--- src/rtl/clock_display_scan_if.sv ---
// rtl/clock_display_scan_if.sv - time inputs and 7-segment pin bundle for clock_display_scan
interface clock_display_scan_if;
  logic       en;
  logic [5:0] s;
  logic [5:0] m;
  logic [4:0] h;
  logic [6:0] seg;
  logic       dp;
  logic [5:0] an;
  logic       frame_done;

  modport master (
    output en, s, m, h,
    input  seg, dp, an, frame_done
  );

  modport slave (
    input  en, s, m, h,
    output seg, dp, an, frame_done
  );
endinterface

--- src/rtl/clock_display_scan.sv ---
// rtl/clock_display_scan.sv - six-digit multiplexed 7-segment driver for an h:m:s count
module clock_display_scan #(
  parameter int SCAN_DIV        = 50000,
  parameter int SEG_ACTIVE_LOW  = 1,
  parameter int AN_ACTIVE_LOW   = 1,
  parameter int BLANK_LEAD_ZERO = 0
) (
  input logic                 clk,
  input logic                 rst,
  clock_display_scan_if.slave bus
);

  localparam int PW = (SCAN_DIV > 1) ? $clog2(SCAN_DIV) : 1;
  localparam logic [PW-1:0] PRESC_LAST = PW'(SCAN_DIV - 1);
  localparam logic [6:0] SEG_INV = (SEG_ACTIVE_LOW != 0) ? 7'h7F : 7'h00;
  localparam logic       DP_INV  = (SEG_ACTIVE_LOW != 0);
  localparam logic [5:0] AN_INV  = (AN_ACTIVE_LOW != 0) ? 6'h3F : 6'h00;
  localparam logic [3:0] CODE_DASH  = 4'hA;
  localparam logic [3:0] CODE_BLANK = 4'hF;

  logic [PW-1:0] presc;
  logic [2:0]    idx;
  logic [5:0]    snap_s;
  logic [5:0]    snap_m;
  logic [4:0]    snap_h;
  logic          wrap;
  logic          frame_end;

  logic [7:0] s_bcd, m_bcd, h_bcd;
  logic       s_ok, m_ok, h_ok;
  logic [3:0] digit;
  logic       lead_blank;
  logic [6:0] seg_on;
  logic [5:0] an_on;
  logic       dp_on;

  // Tens by comparison chain; units as the remainder, which always fits in 4 bits.
  function automatic logic [7:0] to_bcd(input logic [5:0] v);
    logic [3:0] t;
    t = (v >= 6'd50) ? 4'd5 :
        (v >= 6'd40) ? 4'd4 :
        (v >= 6'd30) ? 4'd3 :
        (v >= 6'd20) ? 4'd2 :
        (v >= 6'd10) ? 4'd1 : 4'd0;
    return {t, 4'(v - 6'd10 * {2'b00, t})};
  endfunction

  function automatic logic [6:0] encode(input logic [3:0] d);
    case (d)
      4'd0:    return 7'h3F;
      4'd1:    return 7'h06;
      4'd2:    return 7'h5B;
      4'd3:    return 7'h4F;
      4'd4:    return 7'h66;
      4'd5:    return 7'h6D;
      4'd6:    return 7'h7D;
      4'd7:    return 7'h07;
      4'd8:    return 7'h7F;
      4'd9:    return 7'h6F;
      4'hA:    return 7'h40;
      default: return 7'h00;
    endcase
  endfunction

  assign wrap      = (presc == PRESC_LAST);
  assign frame_end = wrap && (idx == 3'd5);

  always_comb begin
    s_bcd = to_bcd(snap_s);
    m_bcd = to_bcd(snap_m);
    h_bcd = to_bcd({1'b0, snap_h});
    s_ok  = (snap_s <= 6'd59);
    m_ok  = (snap_m <= 6'd59);
    h_ok  = (snap_h <= 5'd23);
    digit = CODE_BLANK;
    case (idx)
      3'd0:    digit = s_ok ? s_bcd[3:0] : CODE_DASH;
      3'd1:    digit = s_ok ? s_bcd[7:4] : CODE_DASH;
      3'd2:    digit = m_ok ? m_bcd[3:0] : CODE_DASH;
      3'd3:    digit = m_ok ? m_bcd[7:4] : CODE_DASH;
      3'd4:    digit = h_ok ? h_bcd[3:0] : CODE_DASH;
      default: digit = h_ok ? h_bcd[7:4] : CODE_DASH;
    endcase
    lead_blank = (BLANK_LEAD_ZERO != 0) && (idx == 3'd5) && h_ok && (h_bcd[7:4] == 4'd0);
    seg_on = 7'h00;
    an_on  = 6'h00;
    dp_on  = 1'b0;
    if (bus.en && !lead_blank) begin
      seg_on = encode(digit);
      an_on  = 6'd1 << idx;
      // Separators blink with the seconds LSB; a dashed seconds field keeps them dark.
      dp_on  = ((idx == 3'd2) || (idx == 3'd4)) && s_ok && !snap_s[0];
    end
  end

  always_ff @(posedge clk) begin
    if (rst) begin
      presc          <= '0;
      idx            <= 3'd0;
      snap_s         <= 6'd0;
      snap_m         <= 6'd0;
      snap_h         <= 5'd0;
      bus.frame_done <= 1'b0;
      bus.seg        <= SEG_INV;
      bus.dp         <= DP_INV;
      bus.an         <= AN_INV;
    end else begin
      presc <= wrap ? '0 : presc + PW'(1);
      if (wrap) begin
        idx <= (idx == 3'd5) ? 3'd0 : idx + 3'd1;
      end
      if (frame_end) begin
        snap_s <= bus.s;
        snap_m <= bus.m;
        snap_h <= bus.h;
      end
      bus.frame_done <= frame_end;
      bus.seg        <= seg_on ^ SEG_INV;
      bus.dp         <= dp_on ^ DP_INV;
      bus.an         <= an_on ^ AN_INV;
    end
  end

endmodule

--- src/flat_wrapper.sv ---
// flat-port wrapper written by rule: the top's interface ports become plain ports
module clock_display_scan_flat 
#(
  parameter int SCAN_DIV        = 50000,
  parameter int SEG_ACTIVE_LOW  = 1,
  parameter int AN_ACTIVE_LOW   = 1,
  parameter int BLANK_LEAD_ZERO = 0
)
  (clk, rst, bus_en, bus_s, bus_m, bus_h, bus_seg, bus_dp, bus_an, bus_frame_done);
  clock_display_scan_if bus_i ();
  input logic clk;
  input logic rst;
  input wire logic [$bits(bus_i.en)-1:0] bus_en;
  input wire logic [$bits(bus_i.s)-1:0] bus_s;
  input wire logic [$bits(bus_i.m)-1:0] bus_m;
  input wire logic [$bits(bus_i.h)-1:0] bus_h;
  output wire logic [$bits(bus_i.seg)-1:0] bus_seg;
  output wire logic [$bits(bus_i.dp)-1:0] bus_dp;
  output wire logic [$bits(bus_i.an)-1:0] bus_an;
  output wire logic [$bits(bus_i.frame_done)-1:0] bus_frame_done;
  assign bus_i.en = bus_en;
  assign bus_i.s = bus_s;
  assign bus_i.m = bus_m;
  assign bus_i.h = bus_h;
  assign bus_seg = bus_i.seg;
  assign bus_dp = bus_i.dp;
  assign bus_an = bus_i.an;
  assign bus_frame_done = bus_i.frame_done;
  clock_display_scan #(.SCAN_DIV(SCAN_DIV), .SEG_ACTIVE_LOW(SEG_ACTIVE_LOW), .AN_ACTIVE_LOW(AN_ACTIVE_LOW), .BLANK_LEAD_ZERO(BLANK_LEAD_ZERO)) u_core (.clk(clk), .rst(rst), .bus(bus_i));
endmodule
--- config.mk ---
export PLATFORM = sky130hd
export DESIGN_NAME = clock_display_scan_flat
export DESIGN_NICKNAME = d
export VERILOG_FILES = /design/src/rtl/clock_display_scan_if.sv /design/src/rtl/clock_display_scan.sv /design/src/flat_wrapper.sv
export SDC_FILE = /design/constraint.sdc
export NUM_CORES = 1
export LEC_CHECK = 0
export ABC_AREA = 1
export CORE_ASPECT_RATIO = 1.5
export CORE_MARGIN = 2
export CORE_UTILIZATION = 29
export DETAILED_ROUTE_END_ITERATION = 7
export GPL_ROUTABILITY_DRIVEN = 0
export HOLD_SLACK_MARGIN = 0.1
export PLACE_DENSITY = 0.57
export SETUP_SLACK_MARGIN = 0.15
export SKIP_LAST_GASP = 1
export SYNTH_ARGS = -nofsm -noshare
export SYNTH_HDL_FRONTEND = slang
export SYNTH_SLANG_ARGS = --single-unit
--- constraint.sdc ---
create_clock -name clk -period 6.5 [get_ports clk]
set_input_delay 1.95 -clock clk [delete_from_list [all_inputs] [get_ports clk]]
set_output_delay 1.95 -clock clk [all_outputs]
set_load 0.005 [all_outputs]
Word level (Yosys, flattened, before mapping)
Memory sizes are Yosys's and may differ from the RTL's.
Index checks and enable logic that the tools add are counted.
- output and inout port bits: 15
- bits in registers: 51
- memories kept: 1
- input bits: 20
- bits in read-only memories: 112
- muxes and demuxes: 26
- add/sub/neg operators: 5
- magnitude comparators: 18
- shift-type cells: 1
- multipliers: 3
- equal/unequal tests: 6
- bitwise logic cells: 3
- reduce and logical (&&, ||, !) cells: 7
- memory list (memory ; words ; bits a word ; read ports ; clocked after Yosys merged registers in ; wr ports ; line ; text):
    (no name shown) ; 16 ; 7 ; 1 ; 0 ; 0 ; clock_display_scan.sv:49 ; case (d)
- operators by type and width (kind ; count):
    $mux 4 ; 18
    $ge 6x5->1 const B ; 4
    $ge 6x6->1 const B ; 4
    $pmux 4 s5 ; 1
    $add 16x1->16 const B ; 1
    $eq 16x16->1 const B ; 1
    $ge 5x6->1 const B ; 2
    $ge 6x4->1 const B ; 2
    $le 6x6->1 const B ; 2
    $mul 3x4->3 const A ; 3
    $sub 4x4->4 ; 3
    $ge 5x5->1 const B ; 2
    $mux 7 ; 1
    $not 7->7 ; 1
    $eq 3x2->1 const B ; 2
    $eq 3x3->1 const B ; 2
    $mux 6 ; 1
    $not 6->6 ; 1
    $shl 1x3->6 const A ; 1
    $ge 5x4->1 const B ; 1
    $le 5x5->1 const B ; 1
    $mux 1 ; 4
    $add 3x1->3 const B ; 1
    $eq 3x1->1 const B ; 1
    7 further kinds ; 9

Logic depth before layout (Yosys ltp)
An unclocked memory read counts as a cell.
- depth in word-level cells: 13
- mapped depth: 19
- mapped depth without buffers: 19

Least setup slack after synthesis
No wires, ideal clock.
- path kind: in2reg
- start point: in bus_en
- end point: reg u_core.bus.seg[1]
- required time: 6.366 ns
- slack: 3.858 ns
- library setup time: 0.134 ns
- arrival time: 2.509 ns
- buffers on the path: 1
- stages: 4
- cells stage by stage: inv_1 -> nor2_1 -> clkbuf_1 -> nand3_1
- word-level cells in the longest chain between the ends: 2
- RTL lines (what ; line ; text):
    from (decl) ; flat_wrapper.sv:13 ; input wire logic [$bits(bus_i.en)-1:0] bus_en;
    $mux 7 ; clock_display_scan.sv:88 ; if (bus.en && !lead_blank) begin
    $not 7->7 (no line) ; n/a ;
    to (signal assigned) ; clock_display_scan.sv:118 ; bus.seg <= seg_on ^ SEG_INV;
    to (decl) ; clock_display_scan_if.sv:19 ; output seg, dp, an, frame_done
No other way between the ends.
A chain may end at the register's enable or synchronous reset.

Final worst setup path
- start point: in rst
- end point: reg u_core.presc[2]
- word-level cells in the longest chain between the ends: 1
- RTL lines (what ; line ; text):
    from (decl) ; flat_wrapper.sv:12 ; input logic rst;
    $reduce_or 2->1 (no line) ; n/a ;
    to (signal assigned) ; clock_display_scan.sv:108 ; presc <= wrap ? '0 : presc + PW'(1);
    to (decl) ; clock_display_scan.sv:21 ; logic [PW-1:0] presc;
No other way between the ends.

==> results summary <==
The run finished with clean final reports. IR analysis of the VDD net gives a maximum drop of ~0.00011 V. The filler-free cell count of the finished design came out at approximately 530. The power per cell area is between 150 and 200 mW/mm^2. TritonCTS built the clock tree. The post-CTS setup-driven buffer insertion count is 0. The warning count from the yosys run is 0. The die covers about 0.01 mm^2.

The post-synthesis cell type count is 36. The die is 83.4 um wide. The largest fanout on the critical path came out at 21. Summed over all nets, the switching power comes to about 0.00013 W. The number of vias per cell came out at about 4.7.

The final layout net count is roughly 450. For the worst setup path, the data required time is around 6.7 ns. Of the synthesized area, sequential elements account for 0.372. The analysis attributes to cell leakage a power of approximately 1.3 nW.

In the final layout, the multi-input gates occupy approximately 0.0014 mm^2. The initial antenna violation count came out at 0. Clock-pin slew was measured on the worst setup and hold paths at around 0.07 ns. The largest net degree at the start of global routing is 36. Buffers placed on the I/O ports in this run total 34. The total via count after detailed routing came out at around 2500. STA classifies the critical path endpoint as a flip-flop.

The first global-routing pass estimated ~11 mm of wire. The count of routing violations after the opening detailed-route iteration came out at around 110. The relative contribution of sequential cells to total power came out at 0.489. The number of optimization iterations in the first detailed-route pass is 4. STA classifies the critical path startpoint as an input port. The ratio of cells with drive above 1 in the final layout came out at 0.0942. The transition time of the tightest slew-check pin came out at 0.817 ns. After detailed routing, the average wire length per cell comes to approximately 11 um. The number of primary I/O pins is 35. The adder and majority cell fraction of the synthesized area is 0.0675. The share of synthesized flip-flops with an asynchronous set or reset came out at 0. The design area is between 0.003 and 0.004 mm^2. The post-synthesis cell count came out at roughly 380. The design draws around 0.00065 W. The final setup violation count is 0. 0 antenna diodes ended up in the layout. After synthesis the netlist holds a flip-flop and latch count of 51.

Leaving out fill and tap cells, the most frequent cell in the layout is nand2_1. The xor/xnor cell area share of the yosys netlist is 0.0191. Of the total power, the share spent switching nets is 0.205. The count of clock tree sinks came out at slightly above 50. The worst clock skew came out at roughly 0.0083 ns. The core box area is ~0.0093 mm^2. The post-synthesis mux area share is 0. The worst hold slack came out at between 0.4 and 0.5 ns.

The number of violations of the max-capacitance limit came out at 0. The area taken by flip-flops and latches came out at between 0.001 and 0.0015 mm^2. For this run, the top clock speed supported by timing is around 300 MHz. In this run the worst hold path is classified as flip-flop to flip-flop.

The final-report max-slew violation count came out at 0. The share of the clock period used by the worst path is 0.508. The H-tree was split into 2 levels. The post-synthesis instance area is between 0.002 and 0.003 mm^2.

The post-placement cell count is about 520. After synthesis, the largest family of logic cells by area is simple AND/OR/NAND/NOR gates. The number of nets in the synthesized netlist is 412. The cell sitting at the root of the clock tree is a clkbuf_16. Measured along the y axis, the die boundary spans roughly 120 um.

The all-layer global routing usage came out at 0.123. The share of total power in combinational logic is 0.044. The cell area after placement is about 0.0032 mm^2.

Averaged over all synthesized cells, the footprint is around 7.2 um^2. The via count of the first global-routing pass is between 2000 and 2500. The later-pin clock latency in the skew report came out at 0.30 ns. Setup repair after global routing left no endpoint under its margin.

Yosys mapped a number of flops with a built-in enable equal to 0. The compound-gate portion of the synthesized area is 0.128. The worst slew margin relative to its limit is 0.453. In the routed design, unresolved DRC markers number 0. The number of CTS-inserted buffers came out at 5. The filler cell count in the final layout is 1012. The number of placement rows is between 40 and 50. The total half-perimeter wirelength after legalization and detailed placement came out at around 4.6 mm. The internal power of the cells totals 0.000517 W. The arrival time at the worst endpoint is between 3 and 4 ns. Of the total synthesized cell area, the portion taken by AND, OR, NAND and NOR gates is 0.311. The prevailing post-synth register cell is dfxtp_1. The final setup TNS came out at 0 ns. The initial core utilization is 0.297. The cts-stage hold buffer count came out at 0.

The post-cts sizing count is 0. By startpoint and endpoint, the worst setup path is classified as input port to flip-flop. The count of nets left with antenna violations once routing finished came out at 0. Global routing finished with a remaining overflow of 0. The proportion of power drawn by the clock network came out at 0.467. The total detailed-routing wirelength is ~5.8 mm. The clock period minus worst slack came out at ~3.3 ns.

The top cell types in the final layout, fill and taps aside, are nand2_1 (82), inv_1 (54), dfxtp_1 (51), clkdlybuf4s50_1 (34), nand3_1 (31). The area growth from synthesis to layout is 21.7%. The largest buffer count on any clock path came out at 2.

The number of hold violations in the final report came to 0.
[stage by stage]
stage,setup WS [ns],utilization
2_1_floorplan,3.86,-
3_3_place_gp,2.93,0.342
3_5_place_dp,2.87,0.342
4_1_cts,3.17,0.361
5_1_grt,3.02,0.361
6_report,3.20,0.361
[worst max-delay path: stages]
cell and delay [ns]:
clkdlybuf4s50_1 0.46, inv_1 0.49, nand2_2 0.36, nor3b_1 0.26
[cell usage after synthesis, types with 3 or more instances]
cell type	instances	area, um^2
a21oi_1	29	145
buf_6	4	45.0
dfxtp_1	51	1020
fa_1	3	60.1
ha_1	10	125
inv_1	54	203
inv_2	6	22.5
nand2_1	82	308
nand2_2	5	31.3
nand3_1	31	155
nand3_2	3	30.0
nand4_1	7	43.8
nor2_1	23	86.3
nor2_2	5	31.3
nor3_1	4	20.0
nor3_2	3	30.0
nor3b_1	4	30.0
o21ai_0	16	80.1
o21ai_1	14	70.1
xor2_1	5	43.8
[metal layers]
metal  GRT usage  up-vias  part of all wire
li1            -     1285                 -
met1       0.130     1118              0.41
met2       0.240       39              0.54
met3      0.0254        8             0.031
met4      0.0433        0             0.016
met5           0        -                 0
[power by group through the flow]
stage | clock, W | sequential (W) | combinational (W)
floorplan | 0 | 0.000325 | 0.0000104
detailed placement | 0 | 0.000325 | 0.0000292
CTS | 0.000314 | 0.000318 | 0.0000293
global placement | 0 | 0.000325 | 0.0000288
finish | 0.000304 | 0.000318 | 0.0000286
global route | 0.000326 | 0.000319 | 0.0000314
[sequential cells by signal, summed over array words and instances (netlist names)]
name	flops
u_core.snap_m	6
u_core.idx	3
u_core.snap_s	6
u_core.bus.dp	1
u_core.bus.seg	7
u_core.snap_h	5
u_core.bus.frame_done	1
u_core.presc	16
u_core.bus.an	6
[kinds of logic (layout without fill, tap and decap cells)]
kind of cell,after synthesis,after routing
AND/OR/NAND/NOR,176,176
buffers and inverters,67,102
AO/OA/AOI/OAI,66,66
flip-flops,51,51
adder cells (fa/ha/maj),13,13
XOR/XNOR,6,6
[final timing paths]
check | start | endpoint | slack [ns] | depth (start not counted)
max reg2reg | u_core.snap_s[3] | u_core.bus.seg[3] | 3.83 | 16
min reg2reg | u_core.snap_m[0] | u_core.snap_m[0] | 0.46 | 2
min | u_core.snap_m[0] | u_core.snap_m[0] | 0.46 | 2
max | rst | u_core.presc[2] | 3.20 | 4
[cell type report]
type / count / area share
Tap cell: 112 / 0.0419
Timing Repair Buffer: 34 / 0.102
Clock buffer: 5 / 0.0374
Sequential cell: 51 / 0.306
Clock inverter: 3 / 0.0142
Inverter: 60 / 0.0674
Multi-Input combinational cell: 261 / 0.432
(Power assumes the default switching activity.)
